==> config.mk <==
export PLATFORM = sky130hd
export DESIGN_NAME = z80_bus_target
export DESIGN_NICKNAME = d
export VERILOG_FILES = /design/src/rtl/z80_bus_target.sv
export SDC_FILE = /design/constraint.sdc
export NUM_CORES = 1
export LEC_CHECK = 0
export ABC_AREA = 1
export BUFFER_PORTS_ARGS = -buffer_cell sky130_fd_sc_hd__buf_2
export CAP_MARGIN = 20
export CORE_AREA = 2 2 81 60
export CTS_BUF_LIST = sky130_fd_sc_hd__clkbuf_4 sky130_fd_sc_hd__clkbuf_8 sky130_fd_sc_hd__clkbuf_16
export DETAILED_ROUTE_END_ITERATION = 7
export DIE_AREA = 0 0 83 62
export PLACE_DENSITY = 0.82
export SLEW_MARGIN = 20
export SYNTH_ARGS = -nofsm -noshare
export SYNTH_HDL_FRONTEND = slang
export SYNTH_SLANG_ARGS = --single-unit
==> constraint.sdc <==
create_clock -name clk -period 2.7 [get_ports clk]
set_input_delay 0.27 -clock clk [delete_from_list [all_inputs] [get_ports clk]]
set_output_delay 0.27 -clock clk [all_outputs]
set_load 0.01 [all_outputs]
==> src/rtl/z80_bus_target.sv <==
// z80_bus_target
//   Z80 bus target that turns CPU memory, I/O and interrupt-acknowledge cycles
//   into single level-handshake requests on a simple backend bus. It holds the
//   CPU in wait until the backend acknowledges and the configured extra wait
//   cycles have elapsed.
//
// Parameters
//   MEM_WAIT  extra wait cycles after ack for memory accesses (0..15)
//   IO_WAIT   extra wait cycles after ack for I/O and interrupt-acknowledge (0..15)
//
// Ports
//   clk, reset_n                            clock, async active-low reset
//   m1_n, mreq_n, iorq_n, rd_n, wr_n, rfsh_n CPU strobes (active-low)
//   A, cpu_dout                             CPU address / write data
//   cpu_di                                  read data or IM2 vector to the CPU
//   wait_n, int_n                           CPU wait and interrupt request
//   req, we, is_io, addr, wdata             backend request and its attributes
//   ack, rdata                              backend completion strobe and read data
//   irq, vector                             peripheral interrupt level and IM2 vector
//   inta                                    one-cycle pulse per accepted INTA cycle
//
// state | meaning
// IDLE  | decoding CPU strobes, ready for a new cycle
// REQ   | backend request outstanding, waiting for ack
// CNT   | counting extra wait cycles after ack / INTA
// HOLD  | data stable, waiting for the CPU to end the bus cycle
module z80_bus_target #(
  parameter int MEM_WAIT = 0,
  parameter int IO_WAIT  = 1
) (
  input  logic        clk,
  input  logic        reset_n,
  input  logic        m1_n,
  input  logic        mreq_n,
  input  logic        iorq_n,
  input  logic        rd_n,
  input  logic        wr_n,
  input  logic        rfsh_n,
  input  logic [15:0] A,
  input  logic [7:0]  cpu_dout,
  output logic [7:0]  cpu_di,
  output logic        wait_n,
  output logic        int_n,
  output logic        req,
  output logic        we,
  output logic        is_io,
  output logic [15:0] addr,
  output logic [7:0]  wdata,
  input  logic        ack,
  input  logic [7:0]  rdata,
  input  logic        irq,
  input  logic [7:0]  vector,
  output logic        inta
);

  localparam logic [3:0] MEM_WAIT_L = 4'(MEM_WAIT);
  localparam logic [3:0] IO_WAIT_L  = 4'(IO_WAIT);

  typedef enum logic [1:0] {
    S_IDLE,
    S_REQ,
    S_CNT,
    S_HOLD
  } state_t;

  state_t      state;
  logic [3:0]  cnt;

  logic        acc_rw;
  logic        dec_mem;
  logic        dec_io;
  logic        dec_inta;
  logic        dec_any;
  logic [3:0]  ack_wait;

  // Memory strobes are qualified by rfsh_n so refresh cycles never reach the
  // backend, even if a write strobe happens to be low during refresh.
  assign acc_rw   = !rd_n || !wr_n;
  assign dec_mem  = !mreq_n && rfsh_n && acc_rw;
  assign dec_io   = !iorq_n && m1_n && acc_rw;
  assign dec_inta = !iorq_n && !m1_n;
  assign dec_any  = dec_mem || dec_io || dec_inta;

  assign ack_wait = is_io ? IO_WAIT_L : MEM_WAIT_L;

  // Wait is asserted in the very cycle the access is decoded so the CPU
  // cannot sample data before the backend has answered.
  assign wait_n = !(((state == S_IDLE) && dec_any) ||
                    (state == S_REQ) || (state == S_CNT));

  always_ff @(posedge clk or negedge reset_n) begin
    if (!reset_n) begin
      state  <= S_IDLE;
      cnt    <= 4'd0;
      req    <= 1'b0;
      we     <= 1'b0;
      is_io  <= 1'b0;
      inta   <= 1'b0;
      addr   <= 16'h0000;
      wdata  <= 8'h00;
      cpu_di <= 8'hFF;
      int_n  <= 1'b1;
    end else begin
      int_n <= ~irq;
      inta  <= 1'b0;
      case (state)
        S_IDLE: begin
          if (dec_mem || dec_io) begin
            addr  <= A;
            wdata <= cpu_dout;
            // rd_n and wr_n both low resolves to a write
            we    <= !wr_n;
            is_io <= !dec_mem;
            req   <= 1'b1;
            state <= S_REQ;
          end else if (dec_inta) begin
            cpu_di <= vector;
            inta   <= 1'b1;
            cnt    <= IO_WAIT_L;
            state  <= (IO_WAIT_L == 4'd0) ? S_HOLD : S_CNT;
          end
        end
        S_REQ: begin
          if (ack) begin
            req <= 1'b0;
            if (!we) cpu_di <= rdata;
            cnt   <= ack_wait;
            state <= (ack_wait == 4'd0) ? S_HOLD : S_CNT;
          end
        end
        S_CNT: begin
          cnt <= cnt - 4'd1;
          if (cnt <= 4'd1) state <= S_HOLD;
        end
        S_HOLD: begin
          // An aborted cycle already has both strobes high, so this exits at once.
          if (mreq_n && iorq_n) state <= S_IDLE;
        end
        default: state <= S_IDLE;
      endcase
    end
  end

endmodule

After elaboration in Yosys (flattened, before gate mapping):

Cells that the tools add are included.
Widths: inputs -> output; s select.

* flip-flop bits (word level): 43
* input port bits: 50
* output and inout bits: 38
* logic and storage cells: 75

* add/sub/neg operators: 1
* $lt $le $gt $ge: 1
* eq/ne operators: 11
* mux-type cells: 23
* bitwise gates (word level): 1
* reductions and logical operators: 28

Operator list (number)
* $mux 8: 4
* $pmux 8 s2: 1
* $mux 4: 3
* $ne 2x2->1 const B: 6
* $pmux 4 s3: 1
* $mux 2: 5
* $pmux 2 s4: 1
* $reduce_and 4->1: 2
* $logic_and 1x1->1: 7
* $logic_not 1->1: 7
* $mux 1: 7
* $logic_or 1x1->1: 5
* $reduce_and 5->1: 1
* $eq 2x2->1 const B: 2
* $le 4x1->1 const B: 1
* $logic_not 4->1: 1
* $sub 4x1->4 const B: 1
* $ne 3x3->1 const B: 1
* $reduce_and 3->1: 1
* $reduce_bool 3->1: 1
* $eq 2x1->1 const B: 1
* $logic_not 2->1: 1
* $ne 2x1->1 const B: 1
* $pmux 1 s2: 1
* 3 further kinds: 3

Longest topological paths before layout:

Gate-level depths: netlist of run 1.

* word-level depth: 9
* mapped depth: 9
* gate-level depth less buffers: 9

Worst setup path after synthesis of run 1:

No wires, ideal clock.

* kind: reg-to-output
* start point: register state[0]
* end point: output wait_n
* arrival: 1249 ps
* required time: 2430 ps
* path slack: 1181 ps
* cell stages (with the launch flop): 8
* path buffers: 2
* cell sequence: dfrtp_1 -> inv_1 -> ha_1 -> buf_4 -> nand3_4 -> buf_4 -> nand4_1 -> inv_1

* word-level cells in the longest chain between the ends: 5
* elaborated cells between the ends (all ways): 7
* those cells by class: eq/ne (2); reduce/logical (5)

Ends and longest elaborated chain
* start: declaration: RTL line 66 `state_t state;`
* start signal: assignment: RTL line 120 `state <= (IO_WAIT_L == 4'd0) ? S_HOLD : S_CNT;`
* start signal: assignment: RTL line 128 `state <= (ack_wait == 4'd0) ? S_HOLD : S_CNT;`
* $logic_not 2->1: RTL line 88 `assign wait_n = !(((state == S_IDLE) && dec_any) ||`
* $logic_and 1x1->1: RTL line 88
* $logic_or 1x1->1: RTL line 88
* $logic_or 1x1->1 (*): RTL line 89 `(state == S_REQ) || (state == S_CNT));`
* $logic_not 1->1 (*): RTL line 88
* end: declaration: RTL line 42 `output logic wait_n,`

Mark *: on every way between the ends. The rest lies on a longest branch, timed or not.

Worst setup path in the final report of run 1:

Same ends and word-level chain as after synthesis.

==> run_summary.xml, run 1 <==
<?xml version="1.0" encoding="UTF-8"?>
<metrics>
  <group name="cells_and_area">
    <metric name="antennaDiodeCount" unit="">0</metric>
    <metric name="filler_cell_count_in_the_final_layout" unit="">427</metric>
    <metric name="area_occupied_by_multi_input_gates" unit="um2">915</metric>
    <metric name="num-nets-final" unit="">419</metric>
    <metric name="fin_cells" unit="">420</metric>
    <metric name="final_util" unit="%">59.8</metric>
    <metric name="syn2layout_area_growth" unit="%">25.7</metric>
    <metric name="seq_area" unit="mm2">0.00109</metric>
    <metric name="design_area" unit="mm2">0.00269</metric>
    <metric name="drive_gt1_share" unit="%">31.7</metric>
  </group>
  <group name="placed_design">
    <metric name="post-place-ws" unit="ps">761</metric>
    <metric name="gpl.final_weighted_congestion" unit="">0.873</metric>
    <metric name="post_dp_cell_area" unit="mm2">0.00259</metric>
    <metric name="dpl.hpwl" unit="um">3650</metric>
    <metric name="numPortBuffers" unit="">87</metric>
    <metric name="post-place-cells" unit="">412</metric>
  </group>
  <group name="status">
    <metric name="status" unit="">completed</metric>
  </group>
  <group name="clock_network">
    <metric name="cts_max_level" unit="">2</metric>
    <metric name="postCtsHoldBufs" unit="">0</metric>
    <metric name="clk_root_buffer_cell" unit="">clkbuf_8</metric>
    <metric name="post_cts_buffers" unit="">0</metric>
    <metric name="cts-resized-gates" unit="">0</metric>
    <metric name="tritoncts" unit="">built</metric>
    <metric name="clk_pin_slew_worst_paths" unit="ps">80</metric>
    <metric name="clk_latency_worst_skew_pair" unit="ps">290</metric>
    <metric name="cts.sinks" unit="">43</metric>
    <metric name="clock_tree.buffer_depth" unit="">2</metric>
    <metric name="number_of_buffers_created_by_cts" unit="">5</metric>
  </group>
  <group name="yosys">
    <metric name="post_synth_inst_count" unit="">275</metric>
    <metric name="postSynthAreaPerCell" unit="um2">7.78</metric>
    <metric name="cell_type_contributing_the_most_total_cell_area_after_synthesis" unit="">dfrtp_1</metric>
    <metric name="synth_top_area_share" unit="%">39.8</metric>
    <metric name="yosys_warnings" unit="">0</metric>
    <metric name="synth.top_cells.by_area" unit="">dfrtp_1 (40%), nand2_1 (28%), dfstp_2 (11%)</metric>
    <metric name="number_of_register_bits_inferred_by_synthesis" unit="">43</metric>
    <metric name="seq_area_frac_synth" unit="%">50.8</metric>
    <metric name="mappedNetlistNets" unit="">332</metric>
    <metric name="synthDistinctLibCells" unit="">24</metric>
    <metric name="post_synth_instance_area" unit="mm2">0.00214</metric>
  </group>
  <group name="setup_path">
    <metric name="setup.worst_path.end_class" unit="">primary output</metric>
    <metric name="startpoint" unit="">state[0]</metric>
    <metric name="rrSetupSlack" unit="ps">780</metric>
    <metric name="crit_type" unit="">reg2out</metric>
    <metric name="depth_of_the_worst_register_to_register_path" unit="">7</metric>
    <metric name="startpoint_type" unit="">register</metric>
    <metric name="regToRegEndpoint" unit="">cnt[3]</metric>
    <metric name="worstReg2RegStart" unit="">state[0]</metric>
    <metric name="crit_path_max_fanout" unit="">33</metric>
    <metric name="critical_path_arrival" unit="ps">1940</metric>
    <metric name="required" unit="ps">2430</metric>
  </group>
  <group name="detailed_routing">
    <metric name="dr.pass1.iters" unit="">4</metric>
    <metric name="drtIter0Drc" unit="">132</metric>
    <metric name="routedWlPerCell" unit="um">11.9</metric>
    <metric name="final_antenna_net_count" unit="">0</metric>
    <metric name="postRouteWirelength" unit="um">4990</metric>
    <metric name="route.detailed.drc" unit="">0</metric>
    <metric name="vias" unit="">1984</metric>
    <metric name="via_per_inst" unit="">4.72</metric>
  </group>
  <group name="sta">
    <metric name="final.period_utilization" unit="%">81.9</metric>
    <metric name="timing.final.max_slew_violations" unit="">0</metric>
    <metric name="layout_min_cycle_time" unit="ps">2210</metric>
    <metric name="finalHoldViolations" unit="">0</metric>
    <metric name="final_critical_path_setup_slack" unit="ps">490</metric>
    <metric name="hold_ws" unit="ps">82.2</metric>
    <metric name="final.setup.tns" unit="ps">0</metric>
    <metric name="setup_viol_count_final" unit="">0</metric>
    <metric name="relSlewSlack" unit="%">37.3</metric>
    <metric name="tightest_slew" unit="ps">940</metric>
    <metric name="rsz_0062_raised_after_global_routing" unit="">false</metric>
    <metric name="upper_clock_frequency_limit" unit="MHz">452</metric>
    <metric name="skew" unit="ps">10.2</metric>
  </group>
  <group name="global_routing">
    <metric name="groute.usage.overall" unit="%">19.4</metric>
    <metric name="grt_start_max_net_pins" unit="">44</metric>
    <metric name="total_gr_overflow" unit="">0</metric>
    <metric name="grt_pass1_wl" unit="um">7900</metric>
    <metric name="via_count_of_the_first_global_routing_pass" unit="">1707</metric>
    <metric name="number_of_antenna_violations_at_the_first_check_in_global_routing" unit="">0</metric>
  </group>
  <group name="power_and_ir_drop">
    <metric name="irDropWorstVdd" unit="V">0.000616</metric>
    <metric name="power.leakage" unit="nW">1.62</metric>
    <metric name="power" unit="mW">3.04</metric>
    <metric name="power-per-cell-area" unit="mW/mm2">1130</metric>
  </group>
  <group name="hold_path">
    <metric name="worstHoldPathType" unit="">in2reg</metric>
    <metric name="min_delay_path_depth" unit="">2</metric>
    <metric name="timing.hold.worst.start" unit="">irq</metric>
    <metric name="worstHoldEndpoint" unit="">int_n</metric>
  </group>
  <group name="run">
    <metric name="timing.max_cap.violations" unit="">0</metric>
  </group>
  <group name="die">
    <metric name="design.core.area" unit="mm2">0.00449</metric>
    <metric name="ioPinCount" unit="">88</metric>
    <metric name="floorplan.initialDensity" unit="%">47.6</metric>
    <metric name="die_height" unit="um">62</metric>
    <metric name="die_x" unit="um">83</metric>
    <metric name="row_count" unit="">21</metric>
    <metric name="dieArea" unit="mm2">0.00515</metric>
  </group>
</metrics>
## worst max-delay path by stage
stage,end,slack (ps),cells after the start
2_1_floorplan,wait_n,1180,7
3_3_place_gp,wait_n,870,6
3_5_place_dp,cnt[3],760,7
4_1_cts,wait_n,470,6
5_1_grt,wait_n,270,6
6_report,wait_n,490,6
## metal layers
layer  vias to the layer above  routed length, um  share of wire [%]  global-route usage [%]
met5                         -                  0                  0                       0
met2                        76               2230                 45                    30.0
met4                         0                 13               0.26                    2.81
li1                       1013                  -                  -                       -
met1                       893               2320                 46                    27.8
met3                         2                428                8.6                    6.34
## sequential cells by signal (all words and copies together) (netlist names), 2 cells and up
| register | flops |
|---|---|
| cnt | 4 |
| addr | 16 |
| cpu_di | 8 |
| state | 2 |
| wdata | 8 |
## Yosys cell counts
cell / instances
nand2_1: 157
dfrtp_1: 34
inv_1: 17
nand3_1: 16
dfstp_2: 9
ha_1: 7
nor2_1: 5
buf_2: 3
buf_4: 3
nand2_2: 3
nand4_1: 3
o21ai_1: 3
buf_6: 2
inv_2: 2
nand3b_1: 2
a21oi_1: 1
inv_4: 1
nand2_4: 1
nand3_4: 1
nor2_2: 1
nor2_4: 1
o211ai_1: 1
o21a_1: 1
o21ai_0: 1
## critical path: stages, from the launching register on
cell     delay, ps
dfrtp_1        430
inv_1          110
ha_1           350
nand3_4        390
nand4_1        190
inv_1           50
buf_2          130
## power breakdown
part | total (mW) | internal [mW] | switching [mW]
Clock | 0.426 | 0.217 | 0.210
Sequential | 1.15 | 0.972 | 0.178
Combinational | 1.47 | 0.554 | 0.911
Total | 3.04 | 1.74 | 1.30
## logic make-up after synthesis
kind of cell             after synthesis  share of synthesized area [%]
buffers and inverters                 28                           6.43
AO/OA/AOI/OAI                          7                           1.87
flip-flops                            43                           50.8
adder cells (fa/ha/maj)                7                           4.09
AND/OR/NAND/NOR                      190                           36.8
## final cells by class
type	count	share of cell area (%)
Clock buffer	7	3.35
Clock inverter	1	0.186
Inverter	20	2.89
Multi-Input combinational cell	204	34.0
Sequential cell	43	40.4
Tap cell	57	2.65
Timing Repair Buffer	88	16.5
## placed cells by master, fill, tap and decap left out
master	count
nand2_1	157
buf_2	87
dfrtp_1	34
inv_1	17
nand3_1	16
dfstp_2	9
ha_1	7
clkbuf_8	6
nor2_1	5
nand2_2	3
nand4_1	3
o21ai_1	3
inv_2	2
nand3b_1	2
nand3_4	1
inv_4	1
nor2_2	1
nor2_4	1
nand2_4	1
o211ai_1	1
a21oi_1	1
o21ai_0	1
o21a_1	1
clkbuf_4	1
clkinv_2	1
buf_4	1
Note: power is estimated with default switching activity, not from simulation.
==> inputs of run 2 (changes only) <==
--- a/config.mk
+++ b/config.mk
@@ -5,14 +5,14 @@
 export SDC_FILE = /design/constraint.sdc
 export NUM_CORES = 1
 export LEC_CHECK = 0
-export ABC_AREA = 1
+export ABC_AREA = 0
 export BUFFER_PORTS_ARGS = -buffer_cell sky130_fd_sc_hd__buf_2
 export CAP_MARGIN = 20
-export CORE_AREA = 2 2 81 60
+export CORE_AREA = 2 2 87 64
 export CTS_BUF_LIST = sky130_fd_sc_hd__clkbuf_4 sky130_fd_sc_hd__clkbuf_8 sky130_fd_sc_hd__clkbuf_16
 export DETAILED_ROUTE_END_ITERATION = 7
-export DIE_AREA = 0 0 83 62
-export PLACE_DENSITY = 0.82
+export DIE_AREA = 0 0 89 66
+export PLACE_DENSITY = 0.73
 export SLEW_MARGIN = 20
 export SYNTH_ARGS = -nofsm -noshare
 export SYNTH_HDL_FRONTEND = slang
==> constraint.sdc (replaced) <==
create_clock -name clk -period 1.83 [get_ports clk]
set_input_delay 0.183 -clock clk [delete_from_list [all_inputs] [get_ports clk]]
set_output_delay 0.183 -clock clk [all_outputs]
set_load 0.01 [all_outputs]
==> run 2 against run 1 <==
Compared with the run above:
- via count decreased by 21%
- critical path depth decreased by 1
- highest routed layer unchanged
- first-iteration DRC count decreased by 76%
- synthesized cell count decreased by 44%
- sequential power increased by 50%
- design area increased by 1.4%
- largest cell class unchanged
- sequential share of layout area decreased by 0.56 points
- critical endpoint is now cpu_di[2]
- register-to-register slack got worse by 630 ps
==> run_summary.xml, run 2 <==
<?xml version="1.0" encoding="UTF-8"?>
<metrics>
  <group name="status">
    <metric name="status" unit="">completed</metric>
  </group>
  <group name="power_and_ir_drop">
    <metric name="power-per-cell-area" unit="mW/mm2">1670</metric>
    <metric name="irDropWorstVdd" unit="V">0.000835</metric>
    <metric name="power.leakage" unit="nW">1.34</metric>
  </group>
  <group name="global_routing">
    <metric name="gr-usage-met2" unit="%">24.9</metric>
    <metric name="grt_most_used_layer" unit="">met2</metric>
    <metric name="groute.usage.overall" unit="%">15.9</metric>
    <metric name="groute.layer.met1.usage" unit="%">21.6</metric>
    <metric name="total_gr_overflow" unit="">0</metric>
    <metric name="grt_start_max_net_pins" unit="">21</metric>
    <metric name="via_count_of_the_first_global_routing_pass" unit="">1532</metric>
    <metric name="number_of_antenna_violations_at_the_first_check_in_global_routing" unit="">0</metric>
    <metric name="grt_pass1_wl" unit="um">7190</metric>
    <metric name="gr_met3_demand_resource" unit="%">4.49</metric>
  </group>
  <group name="placed_design">
    <metric name="gpl.final_weighted_congestion" unit="">0.860</metric>
    <metric name="numPortBuffers" unit="">87</metric>
    <metric name="dpl.hpwl" unit="um">3340</metric>
    <metric name="post_dp_cell_area" unit="mm2">0.00261</metric>
  </group>
  <group name="die">
    <metric name="ioPinCount" unit="">88</metric>
    <metric name="row_count" unit="">22</metric>
    <metric name="dieArea" unit="mm2">0.00587</metric>
    <metric name="die_x" unit="um">89</metric>
    <metric name="design.core.area" unit="mm2">0.00506</metric>
    <metric name="die_height" unit="um">66</metric>
    <metric name="floorplan.initialDensity" unit="%">40.2</metric>
  </group>
  <group name="setup_path">
    <metric name="rrSetupSlack" unit="ps">150</metric>
    <metric name="crit_path_max_fanout" unit="">8</metric>
    <metric name="crit_type" unit="">reg2reg</metric>
    <metric name="critical_path_arrival" unit="ps">1910</metric>
    <metric name="regToRegEndpoint" unit="">cpu_di[2]</metric>
    <metric name="required" unit="ps">2050</metric>
    <metric name="worstReg2RegStart" unit="">state[0]</metric>
    <metric name="setup.worst_path.end_class" unit="">register</metric>
    <metric name="depth_of_the_worst_register_to_register_path" unit="">5</metric>
    <metric name="startpoint_type" unit="">register</metric>
  </group>
  <group name="detailed_routing">
    <metric name="routedWlPerCell" unit="um">13.1</metric>
    <metric name="drtIter0Drc" unit="">32</metric>
    <metric name="postRouteWirelength" unit="um">4290</metric>
    <metric name="via_per_inst" unit="">4.77</metric>
    <metric name="route.detailed.drc" unit="">0</metric>
    <metric name="vias" unit="">1563</metric>
    <metric name="final_antenna_net_count" unit="">0</metric>
    <metric name="dr.pass1.iters" unit="">4</metric>
  </group>
  <group name="hold_path">
    <metric name="min_delay_path_depth" unit="">2</metric>
    <metric name="worstHoldEndpoint" unit="">we</metric>
    <metric name="worstHoldPathType" unit="">in2reg</metric>
    <metric name="timing.hold.worst.start" unit="">wr_n</metric>
  </group>
  <group name="cells_and_area">
    <metric name="layout_commonest_cell" unit="">buf_2</metric>
    <metric name="area_occupied_by_multi_input_gates" unit="um2">887</metric>
    <metric name="syn2layout_area_growth" unit="%">34.0</metric>
    <metric name="seq_area" unit="mm2">0.00109</metric>
    <metric name="largest-register" unit="">addr</metric>
    <metric name="filler_cell_count_in_the_final_layout" unit="">479</metric>
    <metric name="largest_register_ffs" unit="">16</metric>
    <metric name="antennaDiodeCount" unit="">0</metric>
    <metric name="drive_gt1_share" unit="%">62.9</metric>
    <metric name="num-nets-final" unit="">312</metric>
    <metric name="reg.largest.list" unit="">addr: 16 flops, cpu_di: 8 flops, wdata: 8 flops</metric>
    <metric name="layout_common_cells" unit="">buf_2 (87), mux2_2 (42), dfrtp_1 (34)</metric>
    <metric name="design_area" unit="mm2">0.00273</metric>
  </group>
  <group name="yosys">
    <metric name="mappedNetlistNets" unit="">212</metric>
    <metric name="synth.most_common_cell" unit="">mux2_2</metric>
    <metric name="synth_top_area_share" unit="%">41.8</metric>
    <metric name="postSynthAreaPerCell" unit="um2">13.1</metric>
    <metric name="synthDistinctLibCells" unit="">37</metric>
    <metric name="seq_area_frac_synth" unit="%">53.4</metric>
    <metric name="post_synth_instance_area" unit="mm2">0.00203</metric>
    <metric name="number_of_register_bits_inferred_by_synthesis" unit="">43</metric>
    <metric name="synth_edf_count" unit="">0</metric>
    <metric name="synth_async_sr_flop_share" unit="%">100</metric>
    <metric name="cell_type_contributing_the_most_total_cell_area_after_synthesis" unit="">dfrtp_1</metric>
    <metric name="yosys_warnings" unit="">0</metric>
    <metric name="post_synth_inst_count" unit="">155</metric>
    <metric name="top_cells_by_count_synth" unit="">mux2_2 (42), dfrtp_1 (34), dfstp_2 (9), inv_1 (9), nand2_1 (8)</metric>
    <metric name="synth.top_cells.by_area" unit="">dfrtp_1 (42%), mux2_2 (23%), dfstp_2 (12%)</metric>
    <metric name="yosys_most_used_dff" unit="">dfrtp_1</metric>
  </group>
  <group name="sta">
    <metric name="relSlewSlack" unit="%">76.4</metric>
    <metric name="upper_clock_frequency_limit" unit="MHz">594</metric>
    <metric name="layout_min_cycle_time" unit="ps">1680</metric>
    <metric name="timing.final.max_slew_violations" unit="">0</metric>
    <metric name="tightest_slew" unit="ps">353</metric>
    <metric name="setup_viol_count_final" unit="">0</metric>
    <metric name="rsz_0062_raised_after_global_routing" unit="">false</metric>
    <metric name="final.period_utilization" unit="%">92.0</metric>
    <metric name="skew" unit="ps">3.43</metric>
    <metric name="final.setup.tns" unit="ps">0</metric>
    <metric name="finalHoldViolations" unit="">0</metric>
  </group>
  <group name="clock_network">
    <metric name="clk_root_buffer_cell" unit="">clkbuf_8</metric>
    <metric name="cts_max_level" unit="">2</metric>
    <metric name="post_cts_buffers" unit="">0</metric>
    <metric name="number_of_buffers_created_by_cts" unit="">5</metric>
    <metric name="clock_tree.buffer_depth" unit="">2</metric>
    <metric name="cts.sinks" unit="">43</metric>
    <metric name="tritoncts" unit="">built</metric>
    <metric name="clk_pin_slew_worst_paths" unit="ps">80</metric>
    <metric name="clk_latency_worst_skew_pair" unit="ps">290</metric>
  </group>
  <group name="run">
    <metric name="timing.max_cap.violations" unit="">0</metric>
  </group>
</metrics>
==> run 2: changes by cell type in the layout (fill, tap and decap cells not counted), sizes merged, moves of 2 or more <==
cell         previous run  this run
o21ai                   4         6
mux2                    0        42
inv                    20         9
nor4                    0         2
nand4                   3         0
buf                    88        96
nor3                    0         2
nor2b                   0         3
nand2                 161         8
nand3                  17         1
dlygate4sd3             0         2
a21oi                   1         4
nor2                    7         5
==> run 2: worst max-delay path: stages (launching register included) <==
cell and delay [ps]:
dfrtp_1 430, inv_1 90, ha_1 280, buf_4 180, a21oi_4 260, mux2_2 380
==> run 2: through the flow <==
stage | hold slack (ps) | worst slack [ps] | std cells | utilization, % | total power, mW
6_report | 94.2 | 146 | 328 | 53.8 | 4.57
5_1_grt | 110 | 4.09 | 328 | 53.8 | 4.93
4_1_cts | 90.0 | 107 | 328 | 53.7 | 4.61
3_5_place_dp | 112 | 126 | 318 | 51.5 | 3.98
3_3_place_gp | 108 | 211 | 318 | 51.5 | 3.91
2_1_floorplan | -113 | 138 | 155 | - | 3.14
==> run 2: cell type report <==
class	count	area share [%]
clock buffer	6	2.80
clock inverter	2	0.459
inverter	9	1.24
multi-input combinational	98	32.5
sequential	43	39.9
tap	72	3.30
timing repair buffer	98	19.8
==> run 2: worst max-delay path by stage <==
stage / start / to / slack (ps) / cells after the start
floorplan: state[1] / cpu_di[0] / 140 / 5
global placement: state[1] / cpu_di[3] / 210 / 6
detailed placement: state[0] / state[1] / 130 / 6
CTS: state[0] / state[1] / 110 / 6
global route: state[0] / state[1] / 4 / 5
finish: state[0] / cpu_di[2] / 150 / 5
==> run 2: logic make-up (layout without fill, tap and decap cells) <==
family / after synthesis / count (layout) / share of synthesized area (%)
compound gates: 23 / 23 / 8.55
simple gates: 25 / 25 / 6.76
flops: 43 / 43 / 53.4
buf+inv: 14 / 115 / 3.20
mux: 43 / 43 / 23.7
fa+ha+maj: 7 / 7 / 4.30
==> run 2: layer usage <==
metal / up-vias / part of all wire (%)
met1: 765 / 48
li1: 750 / -
met3: 4 / 5.1
met5: - / 0
met4: 0 / 0.96
met2: 44 / 45
==> run 2: timing repair <==
| item | 4_1_cts | 5_1_grt |
|---|---|---|
| hold buffers | 2 | 0 |
| endpoints found under the setup margin | 0 | 1 |
| hold endpoints to repair | 12 | 0 |
| gates resized for setup | 0 | 2 |
==> run 2: power breakdown <==
part           internal, mW  switching [mW]  total [mW]
clock network         0.282           0.319       0.600
logic                  1.18            1.07        2.24
registers              1.47           0.246        1.72
